==> config.mk <==
export PLATFORM = sky130hd
export DESIGN_NAME = ysyx_22050078_wb_unit_flat
export DESIGN_NICKNAME = d
export VERILOG_FILES = /design/src/rtl/ysyx_22050078_wb_unit_if.sv /design/src/rtl/ysyx_22050078_wb_unit.sv /design/src/flat_wrapper.sv
export SDC_FILE = /design/constraint.sdc
export NUM_CORES = 1
export LEC_CHECK = 0
export CORE_AREA = 2 2 166 168
export DETAILED_ROUTE_END_ITERATION = 6
export DIE_AREA = 0 0 168 170
export PLACE_DENSITY_LB_ADDON = 0.12
export SLEW_MARGIN = 20
export SYNTH_ARGS = -nofsm -noshare
export SYNTH_HDL_FRONTEND = slang
export SYNTH_SLANG_ARGS = --single-unit
==> constraint.sdc <==
create_clock -name clk -period 7.1 [get_ports clk]
set_clock_uncertainty 0.05 [all_clocks]
set_input_delay 1.065 -clock clk [delete_from_list [all_inputs] [get_ports clk]]
set_output_delay 1.065 -clock clk [all_outputs]
set_load 0.01 [all_outputs]
==> src/rtl/ysyx_22050078_wb_unit_if.sv <==
// Writeback-stage bundle: ALU results, handshaked load results, decode hazard
// queries and the register-file write port.
interface ysyx_22050078_wb_unit_if #(
    parameter int ADDR_WIDTH = 5,
    parameter int DATA_WIDTH = 64,
    parameter int DEPTH      = 4
);
    logic                    alu_valid;
    logic [ADDR_WIDTH-1:0]   alu_rd;
    logic [DATA_WIDTH-1:0]   alu_data;
    logic                    lsu_valid;
    logic                    lsu_ready;
    logic [ADDR_WIDTH-1:0]   lsu_rd;
    logic [DATA_WIDTH-1:0]   lsu_data;
    logic                    iss_valid;
    logic                    iss_is_load;
    logic [ADDR_WIDTH-1:0]   iss_rd;
    logic [ADDR_WIDTH-1:0]   rs1_addr;
    logic [ADDR_WIDTH-1:0]   rs2_addr;
    logic                    rs1_busy;
    logic                    rs2_busy;
    logic                    alu_stall;
    logic                    w_en;
    logic [ADDR_WIDTH-1:0]   wr_addr;
    logic [DATA_WIDTH-1:0]   wr_data;
    logic [$clog2(DEPTH):0]  buf_count;

    modport master (
        output alu_valid, alu_rd, alu_data,
        output lsu_valid, lsu_rd, lsu_data,
        output iss_valid, iss_is_load, iss_rd, rs1_addr, rs2_addr,
        input  lsu_ready, rs1_busy, rs2_busy, alu_stall,
        input  w_en, wr_addr, wr_data, buf_count
    );

    modport slave (
        input  alu_valid, alu_rd, alu_data,
        input  lsu_valid, lsu_rd, lsu_data,
        input  iss_valid, iss_is_load, iss_rd, rs1_addr, rs2_addr,
        output lsu_ready, rs1_busy, rs2_busy, alu_stall,
        output w_en, wr_addr, wr_data, buf_count
    );
endinterface

==> src/rtl/ysyx_22050078_wb_unit.sv <==
// Writeback stage: merges ALU results with FIFO-buffered load results onto the
// single regfile write port and tracks in-flight loads in a busy scoreboard.
module ysyx_22050078_wb_unit #(
    parameter int ADDR_WIDTH   = 5,
    parameter int DATA_WIDTH   = 64,
    parameter int DEPTH        = 4,
    parameter int STARVE_LIMIT = 8
) (
    input  logic                  clk,
    input  logic                  rst_n,
    ysyx_22050078_wb_unit_if.slave wb
);
    localparam int PW   = $clog2(DEPTH);
    localparam int CW   = PW + 1;
    localparam int NREG = 1 << ADDR_WIDTH;
    localparam int SW   = $clog2(STARVE_LIMIT) + 1;

    logic [ADDR_WIDTH-1:0] fifo_rd_q   [DEPTH];
    logic [DATA_WIDTH-1:0] fifo_data_q [DEPTH];
    logic [PW-1:0]         wptr_q, wptr_d, rptr_q, rptr_d;
    logic [CW-1:0]         count_q, count_d;
    logic [NREG-1:0]       busy_q, busy_d;
    logic [SW-1:0]         starve_q, starve_d;
    logic                  stall_q, stall_d;
    logic                  wen_q, wen_d;
    logic [ADDR_WIDTH-1:0] waddr_q, waddr_d;
    logic [DATA_WIDTH-1:0] wdata_q, wdata_d;

    logic                  fifo_empty, fifo_full, lsu_ready, push, pop, take_alu;
    logic [ADDR_WIDTH-1:0] head_rd;
    logic [DATA_WIDTH-1:0] head_data;

    assign fifo_empty = (count_q == '0);
    assign fifo_full  = (count_q == CW'(DEPTH));
    assign lsu_ready  = rst_n && !fifo_full;
    assign push       = wb.lsu_valid && lsu_ready;
    // A forced drain outranks the ALU; otherwise loads only fill ALU bubbles.
    assign pop        = !fifo_empty && (stall_q || !wb.alu_valid);
    assign take_alu   = !stall_q && wb.alu_valid;
    assign head_rd    = fifo_rd_q[rptr_q];
    assign head_data  = fifo_data_q[rptr_q];

    always_comb begin
        wen_d   = 1'b0;
        waddr_d = waddr_q;
        wdata_d = wdata_q;
        if (pop) begin
            wen_d   = (head_rd != '0);
            waddr_d = head_rd;
            wdata_d = head_data;
        end else if (take_alu) begin
            wen_d   = (wb.alu_rd != '0);
            waddr_d = wb.alu_rd;
            wdata_d = wb.alu_data;
        end
    end

    always_comb begin
        wptr_d   = push ? wptr_q + 1'b1 : wptr_q;
        rptr_d   = pop  ? rptr_q + 1'b1 : rptr_q;
        count_d  = count_q;
        if (push && !pop)
            count_d = count_q + 1'b1;
        else if (pop && !push)
            count_d = count_q - 1'b1;
        starve_d = (fifo_empty || pop) ? '0 : starve_q + 1'b1;
        stall_d  = !fifo_empty && !pop && (starve_q == SW'(STARVE_LIMIT - 1));
    end

    // Clear for the popped entry first so a same-edge issue to that reg wins.
    always_comb begin
        busy_d = busy_q;
        if (pop)
            busy_d[head_rd] = 1'b0;
        if (wb.iss_valid && wb.iss_is_load)
            busy_d[wb.iss_rd] = 1'b1;
        busy_d[0] = 1'b0;
    end

    always_ff @(posedge clk) begin
        if (!rst_n) begin
            wptr_q   <= '0;
            rptr_q   <= '0;
            count_q  <= '0;
            busy_q   <= '0;
            starve_q <= '0;
            stall_q  <= 1'b0;
            wen_q    <= 1'b0;
            waddr_q  <= '0;
            wdata_q  <= '0;
        end else begin
            wptr_q   <= wptr_d;
            rptr_q   <= rptr_d;
            count_q  <= count_d;
            busy_q   <= busy_d;
            starve_q <= starve_d;
            stall_q  <= stall_d;
            wen_q    <= wen_d;
            waddr_q  <= waddr_d;
            wdata_q  <= wdata_d;
        end
    end

    always_ff @(posedge clk) begin
        if (push) begin
            fifo_rd_q[wptr_q]   <= wb.lsu_rd;
            fifo_data_q[wptr_q] <= wb.lsu_data;
        end
    end

    // The ALU has no backpressure path other than alu_stall.
    always_ff @(posedge clk) begin
        if (rst_n && stall_q)
            assert (!wb.alu_valid);
    end

    assign wb.lsu_ready = lsu_ready;
    assign wb.rs1_busy  = busy_q[wb.rs1_addr];
    assign wb.rs2_busy  = busy_q[wb.rs2_addr];
    assign wb.alu_stall = stall_q;
    assign wb.w_en      = wen_q;
    assign wb.wr_addr   = waddr_q;
    assign wb.wr_data   = wdata_q;
    assign wb.buf_count = count_q;
endmodule

==> src/flat_wrapper.sv <==
// flat-port wrapper written by rule: the top's interface ports become plain ports
module ysyx_22050078_wb_unit_flat 
#(
    parameter int ADDR_WIDTH   = 5,
    parameter int DATA_WIDTH   = 64,
    parameter int DEPTH        = 4,
    parameter int STARVE_LIMIT = 8
)
  (clk, rst_n, wb_alu_valid, wb_alu_rd, wb_alu_data, wb_lsu_valid, wb_lsu_rd, wb_lsu_data, wb_iss_valid, wb_iss_is_load, wb_iss_rd, wb_rs1_addr, wb_rs2_addr, wb_lsu_ready, wb_rs1_busy, wb_rs2_busy, wb_alu_stall, wb_w_en, wb_wr_addr, wb_wr_data, wb_buf_count);
  ysyx_22050078_wb_unit_if #(.ADDR_WIDTH(ADDR_WIDTH), .DATA_WIDTH(DATA_WIDTH), .DEPTH(DEPTH)) wb_i ();
  input  logic clk;
  input  logic rst_n;
  input wire logic [$bits(wb_i.alu_valid)-1:0] wb_alu_valid;
  input wire logic [$bits(wb_i.alu_rd)-1:0] wb_alu_rd;
  input wire logic [$bits(wb_i.alu_data)-1:0] wb_alu_data;
  input wire logic [$bits(wb_i.lsu_valid)-1:0] wb_lsu_valid;
  input wire logic [$bits(wb_i.lsu_rd)-1:0] wb_lsu_rd;
  input wire logic [$bits(wb_i.lsu_data)-1:0] wb_lsu_data;
  input wire logic [$bits(wb_i.iss_valid)-1:0] wb_iss_valid;
  input wire logic [$bits(wb_i.iss_is_load)-1:0] wb_iss_is_load;
  input wire logic [$bits(wb_i.iss_rd)-1:0] wb_iss_rd;
  input wire logic [$bits(wb_i.rs1_addr)-1:0] wb_rs1_addr;
  input wire logic [$bits(wb_i.rs2_addr)-1:0] wb_rs2_addr;
  output wire logic [$bits(wb_i.lsu_ready)-1:0] wb_lsu_ready;
  output wire logic [$bits(wb_i.rs1_busy)-1:0] wb_rs1_busy;
  output wire logic [$bits(wb_i.rs2_busy)-1:0] wb_rs2_busy;
  output wire logic [$bits(wb_i.alu_stall)-1:0] wb_alu_stall;
  output wire logic [$bits(wb_i.w_en)-1:0] wb_w_en;
  output wire logic [$bits(wb_i.wr_addr)-1:0] wb_wr_addr;
  output wire logic [$bits(wb_i.wr_data)-1:0] wb_wr_data;
  output wire logic [$bits(wb_i.buf_count)-1:0] wb_buf_count;
  assign wb_i.alu_valid = wb_alu_valid;
  assign wb_i.alu_rd = wb_alu_rd;
  assign wb_i.alu_data = wb_alu_data;
  assign wb_i.lsu_valid = wb_lsu_valid;
  assign wb_i.lsu_rd = wb_lsu_rd;
  assign wb_i.lsu_data = wb_lsu_data;
  assign wb_i.iss_valid = wb_iss_valid;
  assign wb_i.iss_is_load = wb_iss_is_load;
  assign wb_i.iss_rd = wb_iss_rd;
  assign wb_i.rs1_addr = wb_rs1_addr;
  assign wb_i.rs2_addr = wb_rs2_addr;
  assign wb_lsu_ready = wb_i.lsu_ready;
  assign wb_rs1_busy = wb_i.rs1_busy;
  assign wb_rs2_busy = wb_i.rs2_busy;
  assign wb_alu_stall = wb_i.alu_stall;
  assign wb_w_en = wb_i.w_en;
  assign wb_wr_addr = wb_i.wr_addr;
  assign wb_wr_data = wb_i.wr_data;
  assign wb_buf_count = wb_i.buf_count;
  ysyx_22050078_wb_unit #(.ADDR_WIDTH(ADDR_WIDTH), .DATA_WIDTH(DATA_WIDTH), .DEPTH(DEPTH), .STARVE_LIMIT(STARVE_LIMIT)) u_core (.clk(clk), .rst_n(rst_n), .wb(wb_i));
endmodule
==> results of run 1 <==
## state kept, by name, summed over array words and instances (netlist names), named ones only
| register | count |
|---|---|
| u_core.wb.wr_addr | 5 |
| u_core.busy_q | 31 |
| u_core.fifo_rd_q | 20 |
| u_core.fifo_data_q | 256 |
| u_core.wptr_q | 2 |
| u_core.starve_q | 4 |
| u_core.rptr_q | 2 |
| u_core.wb.w_en | 1 |
| u_core.wb.wr_data | 64 |
| u_core.wb.alu_stall | 1 |
| u_core.wb.buf_count | 3 |
## cell usage in the layout (no fill, tap or decap), types with 4 or more instances in the layout
master	n
clkbuf_1	17
clkbuf_8	6
mux2i_1	11
nand3_1	5
inv_1	7
nor3b_1	4
a21boi_1	21
edfxtp_1	276
clkdlybuf4s50_1	234
buf_4	10
clkinv_1	4
ha_1	6
nand3b_1	6
o21ai_0	88
xnor2_1	5
a21oi_1	140
dfxtp_1	113
and2_1	6
a21boi_0	12
clkbuf_16	40
o21ai_1	16
nand2_1	109
mux4_2	81
nor2_1	10
and2_4	4
## cell usage after synthesis, drive strengths merged, types with 3 or more instances
master	number
or3	3
a21oi	140
o21ai	104
mux2i	11
nand2	109
mux4	81
nor3	5
dfxtp	115
a21boi	33
or3b	3
clkbuf	40
nand4	3
and2	10
nor2	10
nor3b	4
buf	26
xnor2	5
nand3	5
edfxtp	276
ha	6
inv	7
nand3b	6
## where the power goes
group | switching (uW) | internal (uW)
logic | 840 | 693
registers | 164 | 2640
clock network | 812 | 1140
## critical path, stage by stage
cell,delay [ns]
clkdlybuf4s50_1,0.85
mux4_2,0.57
a22oi_1,0.18
o211ai_1,0.11
mux2_2,0.27
clkdlybuf4s50_1,0.48
## metal layers
| layer | routed length [um] | GRT usage [%] | vias up |
|---|---|---|---|
| met3 | 2370 | 5.14 | 67 |
| met2 | 17400 | 41.8 | 333 |
| li1 | - | - | 4396 |
| met1 | 14000 | 32.0 | 4840 |
| met4 | 899 | 8.43 | 2 |
| met5 | 14 | 0 | - |
## worst min-delay path by stage
stage                          endpoint  slack, ns  cells after the start
floorplan           u_core.wb.alu_stall       0.37                      1
global placement     u_core.starve_q[0]       0.38                      1
detailed placement  u_core.wb.alu_stall       0.39                      1
CTS                 u_core.wb.alu_stall       0.40                      1
global route        u_core.wb.alu_stall       0.42                      1
finish              u_core.wb.alu_stall       0.41                      1
## cell families (layout without fill, tap and decap cells)
| logic type | count (synthesis) | count (layout) | synth area share (%) |
|---|---|---|---|
| other | 0 | 1 | 0 |
| adder cells (fa/ha/maj) | 7 | 7 | 0.620 |
| buffers and inverters | 73 | 325 | 1.93 |
| AO/OA/AOI/OAI | 285 | 285 | 10.0 |
| flip-flops | 391 | 391 | 69.1 |
| XOR/XNOR | 7 | 7 | 0.400 |
| AND/OR/NAND/NOR | 171 | 171 | 5.23 |
| multiplexers | 93 | 93 | 12.7 |
## per-stage QoR
step | instances | utilization (%) | area, um2
final | 1621 | 72.0 | 19200
after global routing | 1621 | 72.0 | 19200
after CTS | 1619 | 71.9 | 19200
after detailed placement | 1547 | 67.3 | 17900
after global placement | 1547 | 67.3 | 17900
after floorplan | 1027 | - | 15300
## cell type report
class | instances | area, um2 | share of cell area [%]
Clock inverter | 9 | 80.1 | 0.417
Timing Repair Buffer | 246 | 2440 | 12.7
Sequential cell | 391 | 10600 | 55.2
Antenna cell | 1 | 2.50 | 0.0130
Inverter | 7 | 26.3 | 0.137
Clock buffer | 63 | 1150 | 5.98
Multi-Input combinational cell | 563 | 4470 | 23.3
Tap cell | 341 | 427 | 2.22
==> results by group, run 1 <==
Clock network
  – Clk sink count: 391
  – Post-CTS Setup Bufs: 0
  – Clock latency on the worst-skew pair: 0.52 ns
  – Post-CTS resize count: 0
  – CTS tree: built
  – CTS clk-pin slew, worst paths: 0.06 ns
  – H-tree depth: 2
  – CTS Buf Count: 39
  – Post-CTS Hold Buffers: 0
  – Clk buf depth: 3
  – CTS Root Cell: clkbuf_16

Critical path
  – Setup crit end kind: output pin
  – R2R setup slack: 4.10 ns
  – CP Launch Type: primary input
  – Kind of critical path: primary input to output pin
  – R2R Path End: u_core.wb.buf_count[2]
  – WP data arrival: 3.53 ns
  – CP required: 5.98 ns
  – CP Capture Point: wb_rs2_busy
  – Origin of the worst setup path: wb_rs2_addr[1]
  – Crit path max fanout: 10
  – Worst r2r src: u_core.wb.buf_count[0]
  – Reg2Reg Depth: 9

Yosys
  – Net Count, Synth: 1,193
  – Cells after synthesis: 1,027
  – Area contributors post-synth: edfxtp_1 54%, dfxtp_1 15%, mux4_2 12%, a21oi_1 4.6%, o21ai_0 2.9%
  – Post-synth cell types: 44
  – Commonest register cell after synthesis: edfxtp_1
  – Yosys warning count: 0
  – Number of enable flip-flop cells after synthesis: 276
  – Avg Inst Size Synth: 14.9 um2
  – Sequential fraction of the synthesis area: 69.1%
  – Cell taking the most area after synthesis: edfxtp_1
  – FF+latch count, synth: 391
  – Ys async rst share: 0%
  – Share of the synthesized area in the top cell type: 54.1%
  – Cell Area, Synth: 15,300 um2

Pwr
  – Pleak: 0.00632 uW
  – Maximum VDD drop: 225 uV
  – Power Dens Cells: 328 nW/um2
  – Total power: 6290 uW

Placement
  – I/O Buffers: 235
  – Hpwl dp: 21.1 mm
  – Final RePlAce weighted congestion: 0.874
  – Setup WS pre-CTS: 2.47 ns

Timing
  – RSZ-0062 raised after global routing: false
  – Final Setup Violations: 0
  – Final min period: 4.64 ns
  – Pins Over Slew Limit: 0
  – Worst setup margin: 2.46 ns
  – Hold slack: 0.410 ns
  – Fin. Hold Viols: 0
  – Max Freq: 0.215 GHz
  – Setup TNS: 0 ns
  – Rel. slew slack: 28.4%
  – Part of the cycle the worst path needs: 65.4%
  – Slew @ Worst Pin: 1.07 ns

Outcome
  – Status: complete, no violations

Cells and area
  – Final net count: 1,414
  – Fillers: 1,790
  – Synth-to-Final Area Change: 25.2%
  – Share of cells above drive strength 1: 12.3%

Hold path
  – HP Class: flop to flop
  – Hold_sp: u_core.starve_q[3]

Routing
  – WL/cell: 21.4 um
  – Total length of routed wires: 34.7 mm
  – Drt drc: 0
  – Initial DRT Pass Iterations: 5
  – Via count: 9,638
  – Drt first-iter violations: 710
  – Post-route ant nets: 0
  – Vias per cell: 5.95

GRT
  – Tot GR Track Use: 24.6%
  – Global-route wire length before repair: 54.3 mm
  – Gr ovfl total: 0
  – Antenna violations before repair: 2
  – Number of global-route vias before repair: 9,943
  – Maximum number of pins on one net before global-route repair: 75

Floorplanning
  – Core area: 26,700 um2
  – # IOs: 236
  – Initial core utilization: 57.5%
  – Placement row count: 60
  – Die area: 28,600 um2
  – Die height: 170 um
  – Die width: 168 um

Run
  – Total of max-cap violations: 0
Power figures use the tool's default switching activity.
==> inputs of run 2 (changes only) <==
--- a/config.mk
+++ b/config.mk
@@ -5,9 +5,9 @@
 export SDC_FILE = /design/constraint.sdc
 export NUM_CORES = 1
 export LEC_CHECK = 0
-export CORE_AREA = 2 2 166 168
+export CORE_AREA = 2 2 180 182
 export DETAILED_ROUTE_END_ITERATION = 6
-export DIE_AREA = 0 0 168 170
+export DIE_AREA = 0 0 182 184
 export PLACE_DENSITY_LB_ADDON = 0.12
 export SLEW_MARGIN = 20
 export SYNTH_ARGS = -nofsm -noshare
==> constraint.sdc (replaced) <==
create_clock -name clk -period 3.96 [get_ports clk]
set_clock_uncertainty 0.05 [all_clocks]
set_input_delay 0.594 -clock clk [delete_from_list [all_inputs] [get_ports clk]]
set_output_delay 0.594 -clock clk [all_outputs]
set_load 0.01 [all_outputs]
==> results by group, run 2 (synthesis results as in run 1) <==
GRT
  – Gr ovfl total: 0
  – Tot GR Track Use: 21.3%
  – Number of global-route vias before repair: 9,692
  – Antenna violations before repair: 1
  – Global-route wire length before repair: 54.8 mm
  – Maximum number of pins on one net before global-route repair: 110

Timing
  – Worst setup margin: 0.416 ns
  – Setup TNS: 0 ns
  – Hold slack: 0.345 ns
  – Rel. slew slack: 27.2%
  – Fin. Hold Viols: 0
  – Final min period: 3.54 ns
  – Max Freq: 0.282 GHz
  – RSZ-0062 raised after global routing: false
  – Slew @ Worst Pin: 1.09 ns
  – Pins Over Slew Limit: 0
  – Part of the cycle the worst path needs: 89.5%
  – Final Setup Violations: 0

Cells and area
  – Fin cells: 1,689
  – Fillers: 2,379
  – Most flops, register: u_core.fifo_data_q
  – Ant diodes: 0
  – Synth-to-Final Area Change: 26.8%
  – Share of cells above drive strength 1: 12.9%
  – Largest register FFs: 256
  – Commonest non-fill, non-tap cell in the layout: edfxtp_1
  – Final net count: 1,420
  – Most frequent cells in the layout: 276 x edfxtp_1, 234 x clkdlybuf4s50_1, 140 x a21oi_1, 113 x dfxtp_1, 109 x nand2_1

Pwr
  – Pleak: 0.00640 uW
  – Maximum VDD drop: 453 uV
  – Power Dens Cells: 594 nW/um2
  – Total power: 11,500 uW

Clock network
  – CTS tree: built
  – Post-CTS resize count: 0
  – Clk sink count: 391
  – Clk buf depth: 3
  – H-tree depth: 2
  – Post-CTS Hold Buffers: 0
  – Clock latency on the worst-skew pair: 0.53 ns
  – CTS clk-pin slew, worst paths: 0.06 ns
  – Post-CTS Setup Bufs: 0
  – CTS Root Cell: clkbuf_16
  – CTS Buf Count: 41

Routing
  – Vias per cell: 5.61
  – Drt first-iter violations: 743
  – Via count: 9,483
  – WL/cell: 21.1 um
  – Post-route ant nets: 0
  – Total length of routed wires: 35.6 mm
  – Drt drc: 0
  – Initial DRT Pass Iterations: 5

Placement
  – I/O Buffers: 235
  – Hpwl dp: 21.6 mm
  – Final RePlAce weighted congestion: 0.888
  – Setup WS pre-CTS: 0.379 ns
  – Placed insts: 1,613

Critical path
  – Origin of the worst setup path: wb_rs2_addr[1]
  – Setup crit end kind: output pin
  – Kind of critical path: primary input to output pin
  – WP data arrival: 2.90 ns
  – CP required: 3.32 ns
  – Crit path max fanout: 7
  – CP Launch Type: primary input

Floorplanning
  – Die height: 184 um
  – Initial core utilization: 48.8%
  – Die width: 182 um
  – Die area: 33,500 um2
  – Placement row count: 65
  – Core area: 31,400 um2
  – # IOs: 236

Outcome
  – Status: complete, no violations

Hold path
  – Hold_sp: rst_n
  – HP Class: primary input to flop

Run
  – Total of max-cap violations: 0
==> run 2: where the power goes <==
| group | total, uW | leakage (uW) | switching (uW) | internal, uW |
|---|---|---|---|---|
| registers | 4970 | 0.00345 | 238 | 4730 |
| logic | 2820 | 0.00230 | 1570 | 1250 |
| clock network | 3760 | 0.000648 | 1510 | 2250 |
==> run 2: path summary, 6_finish.rpt <==
kind | to | slack (ns) | cells after the start
min reg2reg | u_core.starve_q[0] | 0.40 | 1
max reg2reg | u_core.busy_q[26] | 1.34 | 4
min | u_core.busy_q[10] | 0.34 | 2
max | wb_rs2_busy | 0.42 | 6
==> run 2: per-layer routing <==
metal	up-vias	GRT usage [%]	routed length, um
met5	-	0	16
met1	4732	28.1	15100
li1	4416	-	-
met4	2	5.81	664
met3	55	4.02	2050
met2	278	36.5	17800
==> run 2: stage by stage <==
step	util (%)	cell area, um2
2_1_floorplan	-	15300
3_3_place_gp	57.7	18100
3_5_place_dp	57.7	18100
4_1_cts	61.9	19400
5_1_grt	61.9	19400
6_report	61.9	19400
==> run 2: layout make-up <==
cell class                 count  area [um2]  area share, %
clock buffer                  65        1220           6.28
clock inverter                11         109          0.560
inverter                       7        26.3          0.135
multi-input combinational    563        4470           23.0
sequential                   391       10600           54.5
tap                          402         503           2.59
timing repair buffer         250        2510           12.9
==> run 2: critical path: stages <==
cell and delay (ns):
clkdlybuf4s50_1 0.72, mux4_2 0.55, a22oi_1 0.18, o211ai_1 0.10, mux2_2 0.27, clkdlybuf4s50_1 0.48
==> inputs of run 3 (changes only) <==
--- a/config.mk
+++ b/config.mk
@@ -5,11 +5,11 @@
 export SDC_FILE = /design/constraint.sdc
 export NUM_CORES = 1
 export LEC_CHECK = 0
+export ABC_CLOCK_PERIOD_IN_PS = 3960
 export CORE_AREA = 2 2 180 182
 export DETAILED_ROUTE_END_ITERATION = 6
 export DIE_AREA = 0 0 182 184
 export PLACE_DENSITY_LB_ADDON = 0.12
-export SLEW_MARGIN = 20
 export SYNTH_ARGS = -nofsm -noshare
 export SYNTH_HDL_FRONTEND = slang
 export SYNTH_SLANG_ARGS = --single-unit
==> results by group, run 3 (synthesis results as in run 1) <==
Outcome
  – Status: complete, no violations

Pwr
  – Power Dens Cells: 594 nW/um2
  – Maximum VDD drop: 452 uV
  – Pleak: 0.00640 uW

Clock network
  – Clk sink count: 391
  – Post-CTS resize count: 0
  – Post-CTS Setup Bufs: 0
  – Clock latency on the worst-skew pair: 0.53 ns
  – CTS Buf Count: 41
  – Clk buf depth: 3
  – Post-CTS Hold Buffers: 0
  – CTS clk-pin slew, worst paths: 0.06 ns
  – CTS Root Cell: clkbuf_16
  – H-tree depth: 2
  – CTS tree: built

Run
  – Total of max-cap violations: 0

Routing
  – Via count: 9,489
  – Vias per cell: 5.62
  – WL/cell: 21.1 um
  – Post-route ant nets: 0
  – Drt first-iter violations: 744
  – Initial DRT Pass Iterations: 5
  – Total length of routed wires: 35.6 mm
  – Drt drc: 0

Critical path
  – CP Launch Type: primary input
  – Crit path largest cell delay: 0.72 ns
  – WP data arrival: 2.90 ns
  – Slowest-stage cell, CP: clkdlybuf4s50_1
  – Kind of critical path: primary input to output pin
  – Crit-path cells: clkdlybuf4s50_1, mux4_2, a22oi_1, o211ai_1, mux2_2, clkdlybuf4s50_1
  – Crit path max fanout: 7
  – Setup crit end kind: output pin
  – CP required: 3.32 ns
  – CP most frequent cell: clkdlybuf4s50_1

Floorplanning
  – Die area: 33,500 um2
  – Placement row count: 65
  – Die width: 182 um
  – # IOs: 236
  – Die height: 184 um
  – Core area: 31,400 um2
  – Initial core utilization: 48.8%

Timing
  – Slew @ Worst Pin: 1.25 ns
  – Max Freq: 0.282 GHz
  – RSZ-0062 raised after global routing: false
  – Pins Over Slew Limit: 0
  – Final Setup Violations: 0
  – Worst setup margin: 0.416 ns
  – Part of the cycle the worst path needs: 89.5%
  – Rel. slew slack: 15.7%
  – Fin. Hold Viols: 0
  – Setup TNS: 0 ns
  – Final min period: 3.54 ns

Cells and area
  – Most frequent cells in the layout: 276 x edfxtp_1, 234 x clkdlybuf4s50_1, 140 x a21oi_1, 113 x dfxtp_1, 109 x nand2_1
  – Final net count: 1,420
  – Ant diodes: 0
  – Core Util, Final: 61.9%
  – Commonest non-fill, non-tap cell in the layout: edfxtp_1
  – Most flops, register: u_core.fifo_data_q
  – Largest register FFs: 256
  – Share of cells above drive strength 1: 12.8%
  – Synth-to-Final Area Change: 26.8%

Hold path
  – HP Class: primary input to flop

GRT
  – Tot GR Track Use: 21.3%
  – Global-route wire length before repair: 54.8 mm
  – Maximum number of pins on one net before global-route repair: 110
  – Gr ovfl total: 0
  – Antenna violations before repair: 1
  – Number of global-route vias before repair: 9,692

Placement
  – I/O Buffers: 235
  – Final RePlAce weighted congestion: 0.888
  – Setup WS pre-CTS: 0.379 ns
  – Hpwl dp: 21.6 mm
## run 3: changes by cell type in the layout (fill, tap and decap cells not counted)
cell | previous run | this run
nor3_1 | 3 | 4
nor3_2 | 2 | 1
## run 3: stage by stage
| stage | total power (uW) | instances | cell area [um2] | hold WS, ns |
|---|---|---|---|---|
| floorplan | 6760 | 1027 | 15300 | 0.367 |
| global placement | 7920 | 1613 | 18100 | 0.381 |
| detailed placement | 7930 | 1613 | 18100 | 0.383 |
| CTS | 11700 | 1689 | 19400 | 0.316 |
| global route | 12100 | 1689 | 19400 | 0.336 |
| finish | 11500 | 1689 | 19400 | 0.345 |
## run 3: worst max-delay path, delay by kind of cell
kind | cells | cell delay [ns]
buf+inv | 2 | 1.20
compound gates | 2 | 0.28
mux | 2 | 0.82
## run 3: metal layers
layer  GRT usage (%)  routed length (um)  vias up  share of wire [%]
met4            5.81                 664        2                1.9
li1                -                   -     4416                  -
met2            36.5               17900      283                 50
met5               0                  16        -              0.045
met1            28.1               15000     4733                 42
met3            4.02                2050       55                5.8
## run 3: final cells by class
class                           instances  area (um2)
Fill cell                            2379       12000
Timing Repair Buffer                  250        2510
Sequential cell                       391       10600
Clock inverter                         11         109
Tap cell                              402         503
Inverter                                7        26.3
Multi-Input combinational cell        563        4470
Clock buffer                           65        1220
## run 3: power by group
group / switching, uW / internal (uW) / total (uW)
clock: 1510 / 2250 / 3760
sequential: 238 / 4730 / 4970
combinational: 1570 / 1250 / 2820
## run 3: final timing paths
kind,cells past startpoint,slack [ns],start,end
setup / recovery,6,0.42,wb_rs2_addr[1],wb_rs2_busy
setup reg to reg,4,1.34,flop,u_core.busy_q[26]
hold reg to reg,1,0.40,u_core.starve_q[0],u_core.starve_q[0]
hold / removal,2,0.34,rst_n,u_core.busy_q[10]
